<file path="src/rtl/seq_alu_pkg.sv">
// Shared definitions for seq_alu: ALUOP encodings, FSM state encoding and the
// op-class helper that marks the multi-cycle operations.
package seq_alu_pkg;

    localparam logic [2:0] ALU_FWD = 3'b000;
    localparam logic [2:0] ALU_ADD = 3'b001;
    localparam logic [2:0] ALU_AND = 3'b010;
    localparam logic [2:0] ALU_OR  = 3'b011;
    localparam logic [2:0] ALU_SUB = 3'b100;
    localparam logic [2:0] ALU_MUL = 3'b101;
    localparam logic [2:0] ALU_SLL = 3'b110;
    localparam logic [2:0] ALU_SRA = 3'b111;

    typedef enum logic [0:0] {
        ST_IDLE = 1'b0,
        ST_RUN  = 1'b1
    } state_t;

    // Bit i set means ALUOP i may take more than one edge.
    localparam logic [7:0] MULTI_CYCLE_OPS = 8'b1110_0000;

    function automatic logic is_multi_cycle(input logic [2:0] op);
        return MULTI_CYCLE_OPS[op];
    endfunction

endpackage

</file>
<file path="src/rtl/seq_alu_mul.sv">
// Shift-add multiplier datapath for seq_alu: one partial-product step per
// enabled edge; the *_next outputs show the product after the current step.
module seq_alu_mul #(
    parameter int WIDTH = 8
) (
    input  logic             clk,
    input  logic             rst,
    input  logic             load,
    input  logic             step,
    input  logic [WIDTH-1:0] mcand_in,
    input  logic [WIDTH-1:0] mplr_in,
    output logic [WIDTH-1:0] prod_hi_next,
    output logic [WIDTH-1:0] prod_lo_next
);

    logic [WIDTH-1:0] acc_q, acc_d;
    logic [WIDTH-1:0] mplr_q, mplr_d;
    logic [WIDTH-1:0] mcand_q, mcand_d;
    logic [WIDTH:0]   sum_s;

    // Accumulator and multiplier shift right together; the low product bits
    // migrate into the vacated multiplier bits.
    always_comb begin
        sum_s        = {1'b0, acc_q} + (mplr_q[0] ? {1'b0, mcand_q} : {(WIDTH+1){1'b0}});
        prod_hi_next = sum_s[WIDTH:1];
        prod_lo_next = {sum_s[0], mplr_q[WIDTH-1:1]};
        acc_d        = acc_q;
        mplr_d       = mplr_q;
        mcand_d      = mcand_q;
        if (load) begin
            acc_d   = {WIDTH{1'b0}};
            mplr_d  = mplr_in;
            mcand_d = mcand_in;
        end else if (step) begin
            acc_d  = prod_hi_next;
            mplr_d = prod_lo_next;
        end else begin
            acc_d = acc_q;
        end
    end

    always_ff @(posedge clk or posedge rst) begin
        if (rst) begin
            acc_q   <= {WIDTH{1'b0}};
            mplr_q  <= {WIDTH{1'b0}};
            mcand_q <= {WIDTH{1'b0}};
        end else begin
            acc_q   <= acc_d;
            mplr_q  <= mplr_d;
            mcand_q <= mcand_d;
        end
    end

endmodule

</file>
<file path="src/rtl/seq_alu.sv">
// Registered ALU with START/BUSY/DONE handshake; MUL and non-zero shifts are
// iterative. Define SEQ_ALU_FLAGS_EN to add ZERO/NEGATIVE/CARRY/OVERFLOW.
module seq_alu
    import seq_alu_pkg::*;
#(
    parameter int WIDTH = 8
) (
    input  logic             CLK,
    input  logic             RESET,
    input  logic             START,
    input  logic [2:0]       ALUOP,
    input  logic [WIDTH-1:0] OPERAND1,
    input  logic [WIDTH-1:0] OPERAND2,
    output logic             BUSY,
    output logic             DONE,
    output logic [WIDTH-1:0] RESULT,
    output logic [WIDTH-1:0] RESULT_HI
`ifdef SEQ_ALU_FLAGS_EN
    ,
    output logic             ZERO,
    output logic             NEGATIVE,
    output logic             CARRY,
    output logic             OVERFLOW
`endif
);

    localparam int SHW = $clog2(WIDTH);
    localparam logic [SHW:0] CNT_MUL = (SHW+1)'(WIDTH);
    localparam logic [SHW:0] CNT_ONE = (SHW+1)'(1);

    state_t           state_q, state_d;
    logic [SHW:0]     cnt_q, cnt_d;
    logic [2:0]       op_q, op_d;
    logic [WIDTH-1:0] shreg_q, shreg_d;
    logic [WIDTH-1:0] result_q, result_d;
    logic [WIDTH-1:0] result_hi_q, result_hi_d;
    logic             done_q, done_d;
    logic             busy_q, busy_d;

    logic [SHW-1:0]   shamt_s;
    logic             accept_s, multi_start_s, last_step_s;
    logic [WIDTH-1:0] mul_hi_s, mul_lo_s;

    assign shamt_s       = OPERAND2[SHW-1:0];
    assign accept_s      = (state_q == ST_IDLE) && START;
    assign multi_start_s = accept_s && is_multi_cycle(ALUOP) &&
                           ((ALUOP == ALU_MUL) || (shamt_s != {SHW{1'b0}}));
    assign last_step_s   = (cnt_q == CNT_ONE);

    seq_alu_mul #(.WIDTH(WIDTH)) u_mul (
        .clk          (CLK),
        .rst          (RESET),
        .load         (multi_start_s && (ALUOP == ALU_MUL)),
        .step         ((state_q == ST_RUN) && (op_q == ALU_MUL)),
        .mcand_in     (OPERAND1),
        .mplr_in      (OPERAND2),
        .prod_hi_next (mul_hi_s),
        .prod_lo_next (mul_lo_s)
    );

    always_ff @(posedge CLK or posedge RESET) begin
        if (RESET) begin
            state_q     <= ST_IDLE;
            cnt_q       <= {(SHW+1){1'b0}};
            op_q        <= ALU_FWD;
            shreg_q     <= {WIDTH{1'b0}};
            result_q    <= {WIDTH{1'b0}};
            result_hi_q <= {WIDTH{1'b0}};
            done_q      <= 1'b0;
            busy_q      <= 1'b0;
        end else begin
            state_q     <= state_d;
            cnt_q       <= cnt_d;
            op_q        <= op_d;
            shreg_q     <= shreg_d;
            result_q    <= result_d;
            result_hi_q <= result_hi_d;
            done_q      <= done_d;
            busy_q      <= busy_d;
        end
    end

    always_comb begin
        state_d = state_q;
        case (state_q)
            ST_IDLE: if (multi_start_s) state_d = ST_RUN; else state_d = ST_IDLE;
            ST_RUN:  if (last_step_s)   state_d = ST_IDLE; else state_d = ST_RUN;
            default: state_d = ST_IDLE;
        endcase
    end

    // Operation latch, iterative shift register and result write-back.
    always_comb begin
        cnt_d       = cnt_q;
        op_d        = op_q;
        shreg_d     = shreg_q;
        result_d    = result_q;
        result_hi_d = result_hi_q;
        done_d      = 1'b0;
        if (accept_s) begin
            op_d = ALUOP;
            if (multi_start_s) begin
                cnt_d   = (ALUOP == ALU_MUL) ? CNT_MUL : {1'b0, shamt_s};
                shreg_d = OPERAND1;
            end else begin
                done_d      = 1'b1;
                result_hi_d = {WIDTH{1'b0}};
                case (ALUOP)
                    ALU_FWD: result_d = OPERAND2;
                    ALU_ADD: result_d = OPERAND1 + OPERAND2;
                    ALU_AND: result_d = OPERAND1 & OPERAND2;
                    ALU_OR:  result_d = OPERAND1 | OPERAND2;
                    ALU_SUB: result_d = OPERAND1 - OPERAND2;
                    default: result_d = OPERAND1;
                endcase
            end
        end else if (state_q == ST_RUN) begin
            cnt_d   = cnt_q - CNT_ONE;
            shreg_d = (op_q == ALU_SRA) ? {shreg_q[WIDTH-1], shreg_q[WIDTH-1:1]}
                                        : {shreg_q[WIDTH-2:0], 1'b0};
            if (last_step_s) begin
                done_d      = 1'b1;
                result_d    = (op_q == ALU_MUL) ? mul_lo_s : shreg_d;
                result_hi_d = (op_q == ALU_MUL) ? mul_hi_s : {WIDTH{1'b0}};
            end else begin
                done_d = 1'b0;
            end
        end else begin
            done_d = 1'b0;
        end
        busy_d = (state_d == ST_RUN);
    end

    assign BUSY      = busy_q;
    assign DONE      = done_q;
    assign RESULT    = result_q;
    assign RESULT_HI = result_hi_q;

`ifdef SEQ_ALU_FLAGS_EN
    logic             zero_q, zero_d, neg_q, neg_d, carry_q, carry_d, ovf_q, ovf_d;
    logic [WIDTH:0]   add_full_s, sub_full_s;
    logic [2:0]       eff_op_s;

    // Flags follow the value written at DONE; single-cycle ops use live operands.
    always_comb begin
        add_full_s = {1'b0, OPERAND1} + {1'b0, OPERAND2};
        sub_full_s = {1'b0, OPERAND1} - {1'b0, OPERAND2};
        eff_op_s   = accept_s ? ALUOP : op_q;
        zero_d     = zero_q;
        neg_d      = neg_q;
        carry_d    = carry_q;
        ovf_d      = ovf_q;
        if (done_d) begin
            zero_d = (result_d == {WIDTH{1'b0}}) && (result_hi_d == {WIDTH{1'b0}});
            neg_d  = result_d[WIDTH-1];
            case (eff_op_s)
                ALU_ADD: begin
                    carry_d = add_full_s[WIDTH];
                    ovf_d   = (OPERAND1[WIDTH-1] == OPERAND2[WIDTH-1]) &&
                              (add_full_s[WIDTH-1] != OPERAND1[WIDTH-1]);
                end
                ALU_SUB: begin
                    carry_d = sub_full_s[WIDTH];
                    ovf_d   = (OPERAND1[WIDTH-1] != OPERAND2[WIDTH-1]) &&
                              (sub_full_s[WIDTH-1] != OPERAND1[WIDTH-1]);
                end
                ALU_MUL: begin
                    carry_d = (result_hi_d != {WIDTH{1'b0}});
                    ovf_d   = 1'b0;
                end
                default: begin
                    carry_d = 1'b0;
                    ovf_d   = 1'b0;
                end
            endcase
        end else begin
            zero_d = zero_q;
        end
    end

    always_ff @(posedge CLK or posedge RESET) begin
        if (RESET) begin
            zero_q  <= 1'b0;
            neg_q   <= 1'b0;
            carry_q <= 1'b0;
            ovf_q   <= 1'b0;
        end else begin
            zero_q  <= zero_d;
            neg_q   <= neg_d;
            carry_q <= carry_d;
            ovf_q   <= ovf_d;
        end
    end

    assign ZERO     = zero_q;
    assign NEGATIVE = neg_q;
    assign CARRY    = carry_q;
    assign OVERFLOW = ovf_q;
`endif

endmodule

</file>
<file path="config.mk">
export PLATFORM = sky130hd
export DESIGN_NAME = seq_alu
export DESIGN_NICKNAME = d
export VERILOG_FILES = /design/src/rtl/seq_alu_pkg.sv /design/src/rtl/seq_alu_mul.sv /design/src/rtl/seq_alu.sv
export SDC_FILE = /design/constraint.sdc
export NUM_CORES = 1
export LEC_CHECK = 0
export BUFFER_PORTS_ARGS = -buffer_cell sky130_fd_sc_hd__buf_2
export CAP_MARGIN = 5
export CORE_MARGIN = 1
export CORE_UTILIZATION = 60
export DETAILED_ROUTE_END_ITERATION = 16
export HOLD_SLACK_MARGIN = 0.12
export PLACE_DENSITY_LB_ADDON = 0.2
export SLEW_MARGIN = 30
export SYNTH_ARGS = -nofsm -noshare
export SYNTH_HDL_FRONTEND = slang
export SYNTH_SLANG_ARGS = --single-unit
export TNS_END_PERCENT = 20
</file>
<file path="constraint.sdc">
create_clock -name CLK -period 3.18 [get_ports CLK]
set_input_delay 0.636 -clock CLK [delete_from_list [all_inputs] [get_ports CLK]]
set_output_delay 0.636 -clock CLK [all_outputs]
set_load 0.01 [all_outputs]
</file>
==> impl_summary.md <==
Critical path
The cell family with the largest share of critical-path delay is adder cells. The delay of the slowest cell on the worst path is 0.29 ns. The master of the slowest instance on the critical path is ha_1. The worst path buffer plus inverter count is 2. The data arrival time of the critical path is 2.82 ns. The startpoint type of the worst setup path is an input pin. For the worst flop-to-flop path, the logic depth is 9. Walking the worst path, the cells encountered are buf_2, inv_1, ha_1, ha_1, a21oi_1, ha_1, and3b_1, o21ai_0, nand2_1, xnor2_1, o22a_1, o21ai_1. Counting stages on the worst path, the most repeated cell is ha_1. The largest fanout on the critical path is 7. The kind of critical path is input pin to flop. The worst setup path is captured at a flop.

Setup slack on the worst reg-to-reg path comes out at ~0.71 ns. The endpoint of the worst-slack reg-to-reg timing path is u_mul.acc_q[7]$_DFFE_PP0P_. Data on the critical path is required at its endpoint by 3.46 ns.

The worst register-to-register path begins at u_mul.mplr_q[0]$_DFFE_PP0P_.

Clock network
The clock sink count is between 50 and 60. The number of buffers inserted by post-CTS setup repair is 0. The later-pin clock latency in the skew report is around 0.35 ns. CTS built an H-tree with a depth of 3. The number of buffers inserted by hold repair at cts is 0. The number of clock buffers added by TritonCTS is 9.

After clock tree synthesis, the clock-pin slew on the worst setup and hold paths is 0.07 ns. The buffer levels on the longest clock path is 2. The tree is rooted in a clkbuf_8. TritonCTS built the clock tree.

After clock tree synthesis, the repair step resized 0 gates.

Run status
The run finished with clean final reports.

Routing
Dividing the detail-routed via count by the number of cells gives about 6.2. The detailed router placed 3486 vias in this run. The routed design has between 10000 and 15000 um of wire.

The count of antenna-violating nets left after detailed routing is 0. The total DRC errors in the routed layout is 0. The iteration-0 DRC count of the detailed router is 343. The mean routed wirelength per cell is 18.3 um.

The first detailed-routing pass took 6 iterations.

Floorplanning
Pin placement for this block handled 40 I/O pins. The total area inside the core boundary comes to 6310 um^2. The die covers between 6000 and 7000 um^2. In this run the horizontal extent of the chip is between 80 and 90 um. The starting density of the core is 62.1%. The floorplan has 29 rows. The height of the chip is roughly 83 um.

Synth
The cell area after synthesis is 3920 um^2. The number of storage elements in the synthesis netlist is 57. A synthesized cell averages 8.75 um^2. Synthesis produced 448 cells. The number of nets in the synthesized netlist is 493. Among all flip-flop cells after synthesis, the most frequent one is dfrtp_1.

Sequential cells were found to cover 36.4% of the synthesized design area. The number of warnings reported in the yosys synthesis log is 0. Counting flops with a built-in enable in the synthesized netlist gives 0. After synthesis, the share of flip-flops with an asynchronous set or reset is between 90% and 100%. The number of distinct library cells after synthesis is 59.

Power
The switching share of total power is 41.3%. Registers are responsible for 35.8% of the overall power. Internal power comes to roughly 2100 uW. The peak ir drop on the vdd network is 0.621 mV. Power spread over the standard cell area amounts to around 830 nW/um^2. The clock group share of total power is 20.5%. Combinational logic burns 43.7% of the power. The static leakage power is 0.00209 uW. The analysis attributes to net switching a power of 1480 uW.

Final layout
The diode insertion count for antenna repair is 0. The area growth from synthesis to layout is 10.8%. Cells with a size suffix above 1 make up 16.7% of the layout. The commonest non-fill, non-tap cell in the layout is nand2_1. Leaving out fill and tap cells, the most frequent cells in the layout are nand2_1 (69), dfrtp_1 (57), buf_2 (39). The net total in the final layout is 526.

GRT
Entering global routing, the biggest net connects 58 pins. The number of antenna violations at the first check in global routing was 0. After global routing the overflow that remains totals 0. The global-route usage over all layers is 32.7%. The first global-routing pass estimated 17400 um of wire.

The via count of the first global-routing pass is 3362.

Worst hold path
The end point of the most critical hold path is RESULT_HI[1]$_DFFE_PP0P_. The worst hold path was traced through 2 stages. The startpoint of the most critical hold path is RESULT_HI[1]$_DFFE_PP0P_.

The min-delay analysis places its worst path in the category flop to flop.

Timing
The slew at the pin with the worst max-slew slack is 0.822 ns. The setup slack after layout is between 0.6 and 0.7 ns. Setup repair after global routing left no endpoint under its margin. The period utilization is about four fifths. The clock skew is about 0.012 ns. Setup violations remaining at the end of the flow were counted as 0.

The count of pins over their slew limit is 0. The routed design could run at a clock period as short as 2.54 ns. The setup TNS is 0 ns. The number of hold violations in the final report is 0.

Timing would allow up to 0.394 GHz. The normalized max-slew margin is between 40 and 50%.

Placed design
At the placement stage, the worst setup path has a slack of ~0.28 ns. Detailed placement ended at an HPWL of approximately 7600 um. Port buffering added 39 buffers. The congestion estimate from routability-driven global placement came to 0.948.

Job
The number of maximum-capacitance violations is 0.
-- registers in the layout, indices dropped and copies added, names as in the netlist --
name and cells:
u_mul.mcand_q 8, BUSY 1, DONE 1, RESULT_HI 8
shreg_q 8, op_q 3, u_mul.mplr_q 8, RESULT 8
cnt_q 4, u_mul.acc_q 8
-- power groups by stage --
stage / Clock [uW] / Sequential [uW] / Combinational (uW)
global placement: 0 / 1280 / 1510
floorplan: 0 / 1210 / 1200
finish: 735 / 1290 / 1570
global route: 789 / 1330 / 1760
CTS: 748 / 1280 / 1560
detailed placement: 0 / 1280 / 1560
-- worst min-delay path, delay by kind of cell, from the launching register on --
| kind | cells | cell delay (ns) |
|---|---|---|
| flip-flops | 1 | 0.34 |
| AND/OR/NAND/NOR | 1 | 0.04 |
| AO/OA/AOI/OAI | 1 | 0.06 |
-- cell usage after synthesis, drive strengths merged (2+ instances only) --
master	instances	area share [%]
o31ai	4	0.77
o22ai	3	0.48
nor3b	3	0.83
fa	2	1.0
dfrtp	57	36
xor2	8	1.8
a31oi	8	1.7
a21o	9	1.7
a21oi	35	4.8
o21ai	38	4.8
o22a	4	0.89
a32oi	3	0.67
ha	21	6.7
nor3	5	0.64
buf	23	3.6
mux2	9	2.6
nand3	8	1.0
nor2b	2	0.38
a22o	5	1.1
and3b	2	0.45
inv	16	1.6
nor2	40	4.0
o2bb2ai	2	0.45
nand2	70	6.8
a211oi	5	0.96
and2	10	1.6
a22oi	7	1.3
a221o	2	0.51
mux2i	12	3.1
clkbuf	4	0.38
xnor2	11	2.5
nand2b	5	0.80
-- worst max path at each step --
stage                            from                    end  slack [ns]  cells past startpoint
after global routing         ALUOP[1]  RESULT[6]$_DFFE_PP0P_        0.41                     11
final                     OPERAND2[0]  RESULT[5]$_DFFE_PP0P_        0.64                     12
after global placement       ALUOP[1]  RESULT[6]$_DFFE_PP0P_        0.35                     11
after detailed placement  OPERAND2[0]  RESULT[5]$_DFFE_PP0P_        0.28                     12
after floorplan              ALUOP[2]  RESULT[6]$_DFFE_PP0P_        0.51                     11
after CTS                 OPERAND2[0]  RESULT[5]$_DFFE_PP0P_        0.65                     12
-- stage by stage --
stage | power (uW) | utilization (%) | hold WS (ns) | cell area, um^2 | cells
finish | 3590 | 68.8 | 0.472 | 4340 | 563
global route | 3870 | 68.8 | 0.503 | 4340 | 563
CTS | 3590 | 68.8 | 0.479 | 4340 | 563
detailed placement | 2840 | 65.5 | 0.463 | 4130 | 547
global placement | 2790 | 65.5 | 0.453 | 4130 | 547
floorplan | 2420 | - | 0.438 | 3920 | 448
-- per-layer routing --
metal	GRT usage (%)	wire, um	up-vias
met5	0	0	-
met2	50.1	4730	153
met3	6.76	644	35
met4	18.8	441	0
li1	-	-	1647
met1	43.1	4470	1651
-- final cells by class --
class,instances,area (um^2)
well taps,77,96.3
clock buffers,10,128
clock inverters,6,82.6
flip-flops and latches,57,1430
repair buffers,49,270
multi-input cells,348,2280
inverters,16,62.6
fillers,538,1970
-- cells by family (layout without fill, tap and decap cells) --
family / count (synthesis) / after routing / synth area share [%]
muxes: 22 / 22 / 6.22
AOI/OAI and AO/OA: 135 / 135 / 22.4
buffers and inverters: 43 / 81 / 5.62
xor gates and xnor gates: 19 / 19 / 4.24
DFF: 57 / 57 / 36.4
and+or+nand+nor: 149 / 149 / 17.4
adders and majority gates: 23 / 23 / 7.72
No activity file was read; power rests on OpenSTA's default activity.
